==> src/rtl/oven_entry_pkg.sv <==
// rtl/oven_entry_pkg.sv - shared types, field codes and digit saturation for the oven entry panel
package oven_entry_pkg;

   typedef enum logic [1:0] {
      TEMP = 2'd0,
      TIME = 2'd1,
      DONE = 2'd2
   } state_t;

   localparam logic FIELD_TEMP = 1'b0;
   localparam logic FIELD_TIME = 1'b1;

   // Wide enough for any practical digit width; callers cast in and out.
   localparam int SAT_W = 8;

   function automatic logic [SAT_W-1:0] sat_digit(input logic [SAT_W-1:0] i_val,
                                                  input logic [SAT_W-1:0] i_max);
      return (i_val > i_max) ? i_max : i_val;
   endfunction

endpackage

==> src/rtl/btn_edge_sync.sv <==
// rtl/btn_edge_sync.sv - three-flop synchroniser with a one-cycle press pulse on the falling pin edge
module btn_edge_sync (
   input  logic clk,
   input  logic rst,
   input  logic i_btn_n,
   output logic o_press
);

   logic r_s1, r_s2, r_s3;

   always_ff @(posedge clk) begin
      if (rst) begin
         r_s1 <= 1'b1;
         r_s2 <= 1'b1;
         r_s3 <= 1'b1;
      end else begin
         r_s1 <= i_btn_n;
         r_s2 <= r_s1;
         r_s3 <= r_s2;
      end
   end

   assign o_press = r_s3 & ~r_s2;

endmodule

==> src/rtl/oven_param_entry.sv <==
// rtl/oven_param_entry.sv - temperature/timer digit entry controller for the oven front panel
module oven_param_entry
   import oven_entry_pkg::*;
#(
   parameter int DIGIT_W     = 4,
   parameter int DIGIT_MAX   = 9,
   parameter int TEMP_DIGITS = 3,
   parameter int TIME_DIGITS = 4,
   parameter int NUM_DISP    = 4
) (
   input  logic                            clk,
   input  logic                            rst,
   input  logic [DIGIT_W-1:0]              sw,
   input  logic                            btn_next_n,
   input  logic                            btn_field_n,
   input  logic                            btn_clear_n,
   output logic [NUM_DISP*DIGIT_W-1:0]     disp,
   output logic [TEMP_DIGITS*DIGIT_W-1:0]  temp_val,
   output logic [TIME_DIGITS*DIGIT_W-1:0]  time_val,
   output logic [$clog2(NUM_DISP)-1:0]     cursor,
   output logic                            field,
   output logic                            done
);

   localparam int CUR_W = $clog2(NUM_DISP);

   logic w_next, w_field, w_clear;
   logic [DIGIT_W-1:0] w_digit;

   state_t r_state, w_state_nxt;
   logic [CUR_W-1:0] r_cursor, w_cursor_nxt;
   logic [TEMP_DIGITS-1:0][DIGIT_W-1:0] r_temp, w_temp_nxt;
   logic [TIME_DIGITS-1:0][DIGIT_W-1:0] r_time, w_time_nxt;
   logic [NUM_DISP-1:0][DIGIT_W-1:0] r_disp, w_disp_nxt;
   logic r_field, r_done, w_field_nxt, w_done_nxt;

   btn_edge_sync u_next  (.clk(clk), .rst(rst), .i_btn_n(btn_next_n),  .o_press(w_next));
   btn_edge_sync u_field (.clk(clk), .rst(rst), .i_btn_n(btn_field_n), .o_press(w_field));
   btn_edge_sync u_clear (.clk(clk), .rst(rst), .i_btn_n(btn_clear_n), .o_press(w_clear));

   assign w_digit = DIGIT_W'(sat_digit(SAT_W'(sw), SAT_W'(DIGIT_MAX)));

   always_ff @(posedge clk) begin
      if (rst) begin
         r_state  <= TEMP;
         r_cursor <= '0;
         r_temp   <= '0;
         r_time   <= '0;
         r_disp   <= '0;
         r_field  <= FIELD_TEMP;
         r_done   <= 1'b0;
      end else begin
         r_state  <= w_state_nxt;
         r_cursor <= w_cursor_nxt;
         r_temp   <= w_temp_nxt;
         r_time   <= w_time_nxt;
         r_disp   <= w_disp_nxt;
         r_field  <= w_field_nxt;
         r_done   <= w_done_nxt;
      end
   end

   // The active digit follows sw every cycle unless the field is being cleared.
   always_comb begin
      w_state_nxt  = r_state;
      w_cursor_nxt = r_cursor;
      w_temp_nxt   = r_temp;
      w_time_nxt   = r_time;
      case (r_state)
         TEMP: begin
            if (w_clear) begin
               w_temp_nxt   = '0;
               w_cursor_nxt = '0;
            end else begin
               for (int i = 0; i < TEMP_DIGITS; i++)
                  if (CUR_W'(i) == r_cursor) w_temp_nxt[i] = w_digit;
               if (w_field) begin
                  w_state_nxt  = TIME;
                  w_cursor_nxt = '0;
                  w_time_nxt   = '0;
               end else if (w_next && (r_cursor < CUR_W'(TEMP_DIGITS-1))) begin
                  w_cursor_nxt = r_cursor + CUR_W'(1);
               end
            end
         end
         TIME: begin
            if (w_clear) begin
               w_time_nxt   = '0;
               w_cursor_nxt = '0;
            end else begin
               for (int i = 0; i < TIME_DIGITS; i++)
                  if (CUR_W'(i) == r_cursor) w_time_nxt[i] = w_digit;
               if (w_field) begin
                  w_state_nxt  = TEMP;
                  w_cursor_nxt = '0;
               end else if (w_next) begin
                  if (r_cursor < CUR_W'(TIME_DIGITS-1)) w_cursor_nxt = r_cursor + CUR_W'(1);
                  else                                  w_state_nxt  = DONE;
               end
            end
         end
         DONE: begin
            if (w_clear) begin
               w_state_nxt  = TEMP;
               w_cursor_nxt = '0;
               w_temp_nxt   = '0;
               w_time_nxt   = '0;
            end
         end
         default: w_state_nxt = TEMP;
      endcase
   end

   always_comb begin
      w_field_nxt = (w_state_nxt == TEMP) ? FIELD_TEMP : FIELD_TIME;
      w_done_nxt  = (w_state_nxt == DONE);
      w_disp_nxt  = '0;
      if (w_state_nxt == TEMP) begin
         for (int i = 0; i < TEMP_DIGITS; i++) w_disp_nxt[i] = w_temp_nxt[i];
      end else begin
         for (int i = 0; i < TIME_DIGITS; i++) w_disp_nxt[i] = w_time_nxt[i];
      end
   end

   assign disp     = r_disp;
   assign temp_val = r_temp;
   assign time_val = r_time;
   assign cursor   = r_cursor;
   assign field    = r_field;
   assign done     = r_done;

endmodule

==> config.mk <==
export PLATFORM = sky130hd
export DESIGN_NAME = oven_param_entry
export DESIGN_NICKNAME = d
export VERILOG_FILES = /design/src/rtl/oven_entry_pkg.sv /design/src/rtl/btn_edge_sync.sv /design/src/rtl/oven_param_entry.sv
export SDC_FILE = /design/constraint.sdc
export NUM_CORES = 1
export LEC_CHECK = 0
export CAP_MARGIN = 0
export CORE_MARGIN = 2
export CORE_UTILIZATION = 30
export DETAILED_ROUTE_END_ITERATION = 7
export PLACE_DENSITY = 0.5
export SETUP_SLACK_MARGIN = 0.2
export SLEW_MARGIN = 15
export SYNTH_ARGS = -nofsm -noshare
export SYNTH_HDL_FRONTEND = slang
export SYNTH_HIERARCHICAL = 1
export SYNTH_SLANG_ARGS = --single-unit
==> constraint.sdc <==
create_clock -name clk -period 2.9 [get_ports clk]
set_input_delay 0.725 -clock clk [delete_from_list [all_inputs] [get_ports clk]]
set_output_delay 0.725 -clock clk [all_outputs]
set_load 0.02 [all_outputs]
# [Yosys cells after proc, flatten, opt, wreduce, memory -nomap -nowiden]
# Cells that the tools add are included.
[totals] regBits=59 ramBits=0 elab_cells=86 mem_bits_ro=0 output_inout_bits=48 latchBits=0 n_memories=0
[op_classes] order_cmp=3 n_mux=35 multipliers=0 div_mod_pow=0 n_addsub=1 n_eq_ne=10 bitwise_logic=6 shift=0 reduce_logical=7
[ops] cell="16-bit two-way mux" count=4
[ops] cell="16-bit one-hot mux with 3 select lines" count=1
[ops] cell="12-bit two-way mux" count=3
[ops] cell="4-bit two-way mux" count=8
[ops] cell="2-bit two-way mux" count=15
[ops] cell="12-bit one-hot mux with 2 select lines" count=1
[ops] cell="4-bit by 2-bit inequality test with 1-bit output, second input constant" count=3
[ops] cell="2-bit one-hot mux with 3 select lines" count=2
[ops] cell="2-bit logical NOT" count=3
[ops] cell="5-bit AND reduction" count=1
[ops] cell="2-bit == test, first input constant" count=2
[ops] cell="2-bit == test, second input constant" count=2
[ops] cell="4-bit greater-than comparator, second input constant" count=1
[ops] cell="2-bit < comparator, second input constant" count=2
[ops] cell="1-bit AND" count=3
[ops] cell="1-bit inverter" count=3
[ops] cell="3-bit nonzero test" count=1
[ops] cell="2-bit by 1-bit adder with 2-bit output, second input constant" count=1
[ops] cell="1-bit by 2-bit == test with 1-bit output, first input constant" count=1
[ops] cell="2-bit by 1-bit == test with 1-bit output, second input constant" count=1
[ops] cell="2-bit by 1-bit inequality test with 1-bit output, second input constant" count=1
[ops] cell="2-bit OR reduction" count=1
[ops] cell="1-bit logical AND" count=1
[ops] cell="1-bit two-way mux" count=1

# [Depth between registers and ports, before layout]
[logic_depth] word_depth=8 ltp_mapped=7 mapped_depth_nobuf=6

# [By module]
# The synthesis kept the hierarchy.
[modules_own_cells] module="oven_param_entry" area_each_um2=2402.3 instances=1 cells_per_inst=265
[modules_own_cells] module="btn_edge_sync" area_each_um2=85.1 instances=3 cells_per_inst=7

# [Worst setup path after synthesis]
# OpenSTA, ideal clock, no wires.
[synth_timing] path_type="input port to flip-flop" startpoint="input port sw[3]" endpoint="register r_disp, in the netlist disp[0]" stages=5 n_path_buf=1 t_arrival_ns=1.659 setup_slack_ns=1.099 setup_ns=0.142 cell_sequence="buf_2 o21a_1 or3_1 o221ai_1 a221oi_2"
[synth_between] elab_chain_len=6
[synth_lines] element="start, declared" line_no="oven_param_entry.sv:13" text="input logic [DIGIT_W-1:0] sw,"
[synth_lines] element="4-bit greater-than comparator *" line_no="oven_entry_pkg.sv:18" text="return (i_val > i_max) ? i_max : i_val;"
[synth_lines] element="4-bit two-way mux *" line_no="oven_entry_pkg.sv:18"
[synth_lines] element="4-bit two-way mux (on tied branches)" line_no="oven_param_entry.sv:92, oven_param_entry.sv:76"
[synth_lines] element="16-bit two-way mux or 12-bit two-way mux (tied branches)" line_no="oven_param_entry.sv:87, oven_param_entry.sv:71"
[synth_lines] element="16-bit one-hot mux with 3 select lines or 12-bit one-hot mux with 2 select lines (tied branches)" line_no="oven_param_entry.sv:69" text="case (r_state)"
[synth_lines] element="12-bit two-way mux *" line_no="oven_param_entry.sv:118" text="if (w_state_nxt == TEMP) begin"
[synth_lines] element="end signal, assigned" line_no="oven_param_entry.sv:57" text="r_disp <= w_disp_nxt;"
[synth_lines] element="end, declared" line_no="oven_param_entry.sv:34" text="logic [NUM_DISP-1:0][DIGIT_W-1:0] r_disp, w_disp_nxt;"
# Every way passes the cells marked *; elsewhere a longest branch is shown, timed or not.
# A chain may end at the register's enable or synchronous reset.

# [Worst setup path after layout]
# Ends and elaborated chain as after synthesis.

==> flow_metrics.env <==
export IMPL_outcome="completed"
export IMPL_num_vias=2236
export IMPL_synth_xor_area_share_pct=0
export IMPL_drt_iter0_drc=107
export IMPL_drt_pass1_iter_count=4
export IMPL_finalClockSkew_ns=0.00797
export IMPL_grt_start_max_net_pins=27
export IMPL_cts_sinks=59
export IMPL_first_global_vias=2162
export IMPL_startpoint="sw[3]"
export IMPL_grt_ovfl_total=0
export IMPL_startpoint_type="input pin"
export IMPL_rsz0062_at_grt="false"
export IMPL_cts_buffers=9
export IMPL_post_cts_resized=0
export IMPL_use_met2_pct=22.9
export IMPL_nNetsFinal=354
export IMPL_dieArea_sq_um=9630
export IMPL_ys_warn_count=6
export IMPL_core_area_sq_um=8640
export IMPL_ir_drop_mv=0.262
export IMPL_gp_congestion=0.800
export IMPL_crit_fanout=10
export IMPL_setup_viol=0
export IMPL_insertion_delay_ns=0.34
export IMPL_power_frac_comb_pct=12.1
export IMPL_final_antenna_net_count=0
export IMPL_diodes=0
export IMPL_power_leakage_uw=0.00124
export IMPL_synth_mux_area_share_pct=1.13
export IMPL_drive_above_1_share_pct=13.9
export IMPL_grt_usage_pct=14.8
export IMPL_fin_crit_sh_pct=74.1
export IMPL_nFillCells=867
export IMPL_wirelength_um=6980
export IMPL_vias_per_cell=4.94
export IMPL_seqPwrFrac_pct=45.2
export IMPL_end_kind="register"
export IMPL_fin_tns_setup_ns=0
export IMPL_cts_tree="done"
export IMPL_io_buffers=56
export IMPL_synth_cells=286
export IMPL_syn_area_sq_um=2660
export IMPL_cts_htree_levels=3
export IMPL_finalCriticalPeriod_ns=2.15
export IMPL_placed_cell_area_sq_um=3300
export IMPL_min_delay_start="u_next/r_s1"
export IMPL_synth_seq_cells=59
export IMPL_synth_simple_area_share_pct=26.6
export IMPL_cts_hold_buf=0
export IMPL_max_slew_margin_pct=55.6
export IMPL_dp_hpwl_um=4940
export IMPL_arrival_ns=2.36
export IMPL_powerDensity_nw_per_um2=536
export IMPL_report_final_slew_viol_count=0
export IMPL_power_frac_clock_pct=42.6
export IMPL_top_usage_layer="met2"
export IMPL_fin_area_sq_um=3510
export IMPL_antenna_found_initial=0
export IMPL_max_freq_mhz=466
export IMPL_synth_top_family_by_area="simple AND/OR/NAND/NOR gates"
export IMPL_utilization_pct=40.7
export IMPL_drc=0
export IMPL_syn_mean_instance_area_sq_um=9.29
export IMPL_die_w_um=98.1
export IMPL_switching_share_pct=24.5
export IMPL_internal_power_uw=1420
export IMPL_clk_pin_slew_ns=0.07
export IMPL_synth_nets=299
export IMPL_die_h_um=98.1
export IMPL_ys_seq_area_share_pct=44.4
export IMPL_worstHoldPathType="reg2reg"
export IMPL_p_total_uw=1880
export IMPL_synth_compound_area_share_pct=21.4
export IMPL_initial_utilization_pct=30.8
export IMPL_cp_data_required_time_ns=3.11
export IMPL_use_met1_pct=19.8
export IMPL_cts_root_buf="clkbuf_8"
export IMPL_hold_viol_final=0
export IMPL_rr_startpoint="r_state[1]"
export IMPL_criticalPathCategory="in2reg"
export IMPL_grt_pass1_wl_um=11200
export IMPL_synth_cell_type_count=49
export IMPL_io_pins=57
export IMPL_tightest_slew_ns=0.664
export IMPL_grt_use_met3_pct=3.29
export IMPL_p_switching_uw=461
export IMPL_drv_cap=0
export IMPL_cts_buffer_depth=2
export IMPL_synthToLayoutAreaGrowth_pct=32.3
export IMPL_cts_setup_buffers=0
export IMPL_std_cell_rows=34
export IMPL_wire_per_inst_um=15.4
export IMPL_synthAdderAreaFrac_pct=1.88
## power by group through the flow
stage | logic (uW) | registers, uW | clock network (uW)
global placement | 228 | 871 | 0
detailed placement | 229 | 871 | 0
finish | 229 | 852 | 803
floorplan | 120 | 893 | 0
CTS | 231 | 853 | 820
global route | 248 | 856 | 848
## stage by stage
| step | hold WS, ns | setup WS (ns) | cells |
|---|---|---|---|
| after global routing | 0.413 | 0.608 | 453 |
| after floorplan | 0.385 | 1.10 | 286 |
| after global placement | 0.388 | 0.442 | 438 |
| final | 0.404 | 0.752 | 453 |
| after detailed placement | 0.396 | 0.429 | 438 |
| after CTS | 0.412 | 0.757 | 453 |
## synth_stat cells (all sizes together)
cell type | n | area, sq um
nand2 | 17 | 63.8
or2 | 10 | 62.6
a211oi | 8 | 90.1
nand4 | 1 | 6.26
o32ai | 2 | 25.0
or3 | 1 | 6.26
nor3 | 12 | 80.1
o2bb2ai | 1 | 8.76
o32a | 1 | 10.0
a22oi | 7 | 52.6
buf | 13 | 82.6
nand3 | 2 | 10.0
a21oi | 18 | 90.1
a31oi | 2 | 18.8
nor3b | 4 | 51.3
mux2i | 3 | 30.0
nand2b | 14 | 87.6
nor4 | 2 | 12.5
or3b | 4 | 40.0
a221oi | 4 | 60.1
a2bb2oi | 3 | 26.3
clkbuf | 7 | 26.3
o22ai | 4 | 25.0
a21o | 6 | 45.0
and2 | 5 | 31.3
inv | 3 | 11.3
ha | 4 | 50.1
dfxtp | 59 | 1180
nand3b | 5 | 37.5
a41oi | 1 | 8.76
o21a | 2 | 16.3
nor2 | 31 | 126
o221ai | 3 | 26.3
o21ai | 13 | 65.1
nor4b | 2 | 17.5
nor2b | 12 | 75.1
## sequential cells by signal (all words and copies together) (netlist names)
register	cells
u_clear/r_s3	1
u_clear/r_s1	1
time_val	16
field	1
u_field/r_s2	1
u_next/r_s2	1
disp	16
u_next/r_s3	1
u_next/r_s1	1
temp_val	12
u_field/r_s1	1
done	1
u_field/r_s3	1
u_clear/r_s2	1
r_state	2
cursor	2
## layout make-up
class	instances	area, sq um	area share, %
Timing Repair Buffer	64	616	17.5
Multi-Input combinational cell	204	1360	38.7
Clock inverter	1	30.0	0.854
Inverter	3	11.3	0.320
Clock buffer	14	183	5.20
Tap cell	108	135	3.84
Sequential cell	59	1180	33.6
## cell usage in the layout (no fill, tap or decap), drive strengths merged, types with 2 or more instances in the layout
cell type / n
dfxtp: 59
clkdlybuf4s50: 55
nor2: 31
a21oi: 18
nand2: 17
nand2b: 14
clkbuf: 14
o21ai: 13
nor2b: 12
nor3: 12
or2: 10
buf: 9
a211oi: 8
a22oi: 7
a21o: 6
nand3b: 5
and2: 5
a221oi: 4
o22ai: 4
ha: 4
or3b: 4
nor3b: 4
inv: 3
a2bb2oi: 3
mux2i: 3
o221ai: 3
nand3: 2
nor4b: 2
nor4: 2
o32ai: 2
a31oi: 2
o21a: 2
## final timing paths
path	cells past startpoint	to	slack, ns
hold reg to reg	1	u_next/r_s2	0.40
setup reg to reg	5	disp[8]	0.76
setup / recovery	5	disp[0]	0.75
hold / removal	1	u_next/r_s2	0.40
## critical path: stages
cell and delay [ns]:
clkdlybuf4s50_1 0.60, o21a_1 0.22, or3_1 0.39, o221ai_1 0.31, a221oi_2 0.12
## cell families after synthesis
group | after synthesis
simple gates | 122
compound gates | 75
flops | 59
buf+inv | 23
fa+ha+maj | 4
mux | 3
## per-layer routing
layer	wire length (um)	vias to the layer above	share of wire (%)
met5	0	-	0
met3	271	13	3.9
li1	-	1125	-
met1	3380	1051	48
met4	139	0	2.0
met2	3200	47	46
(Power assumes the default switching activity.)
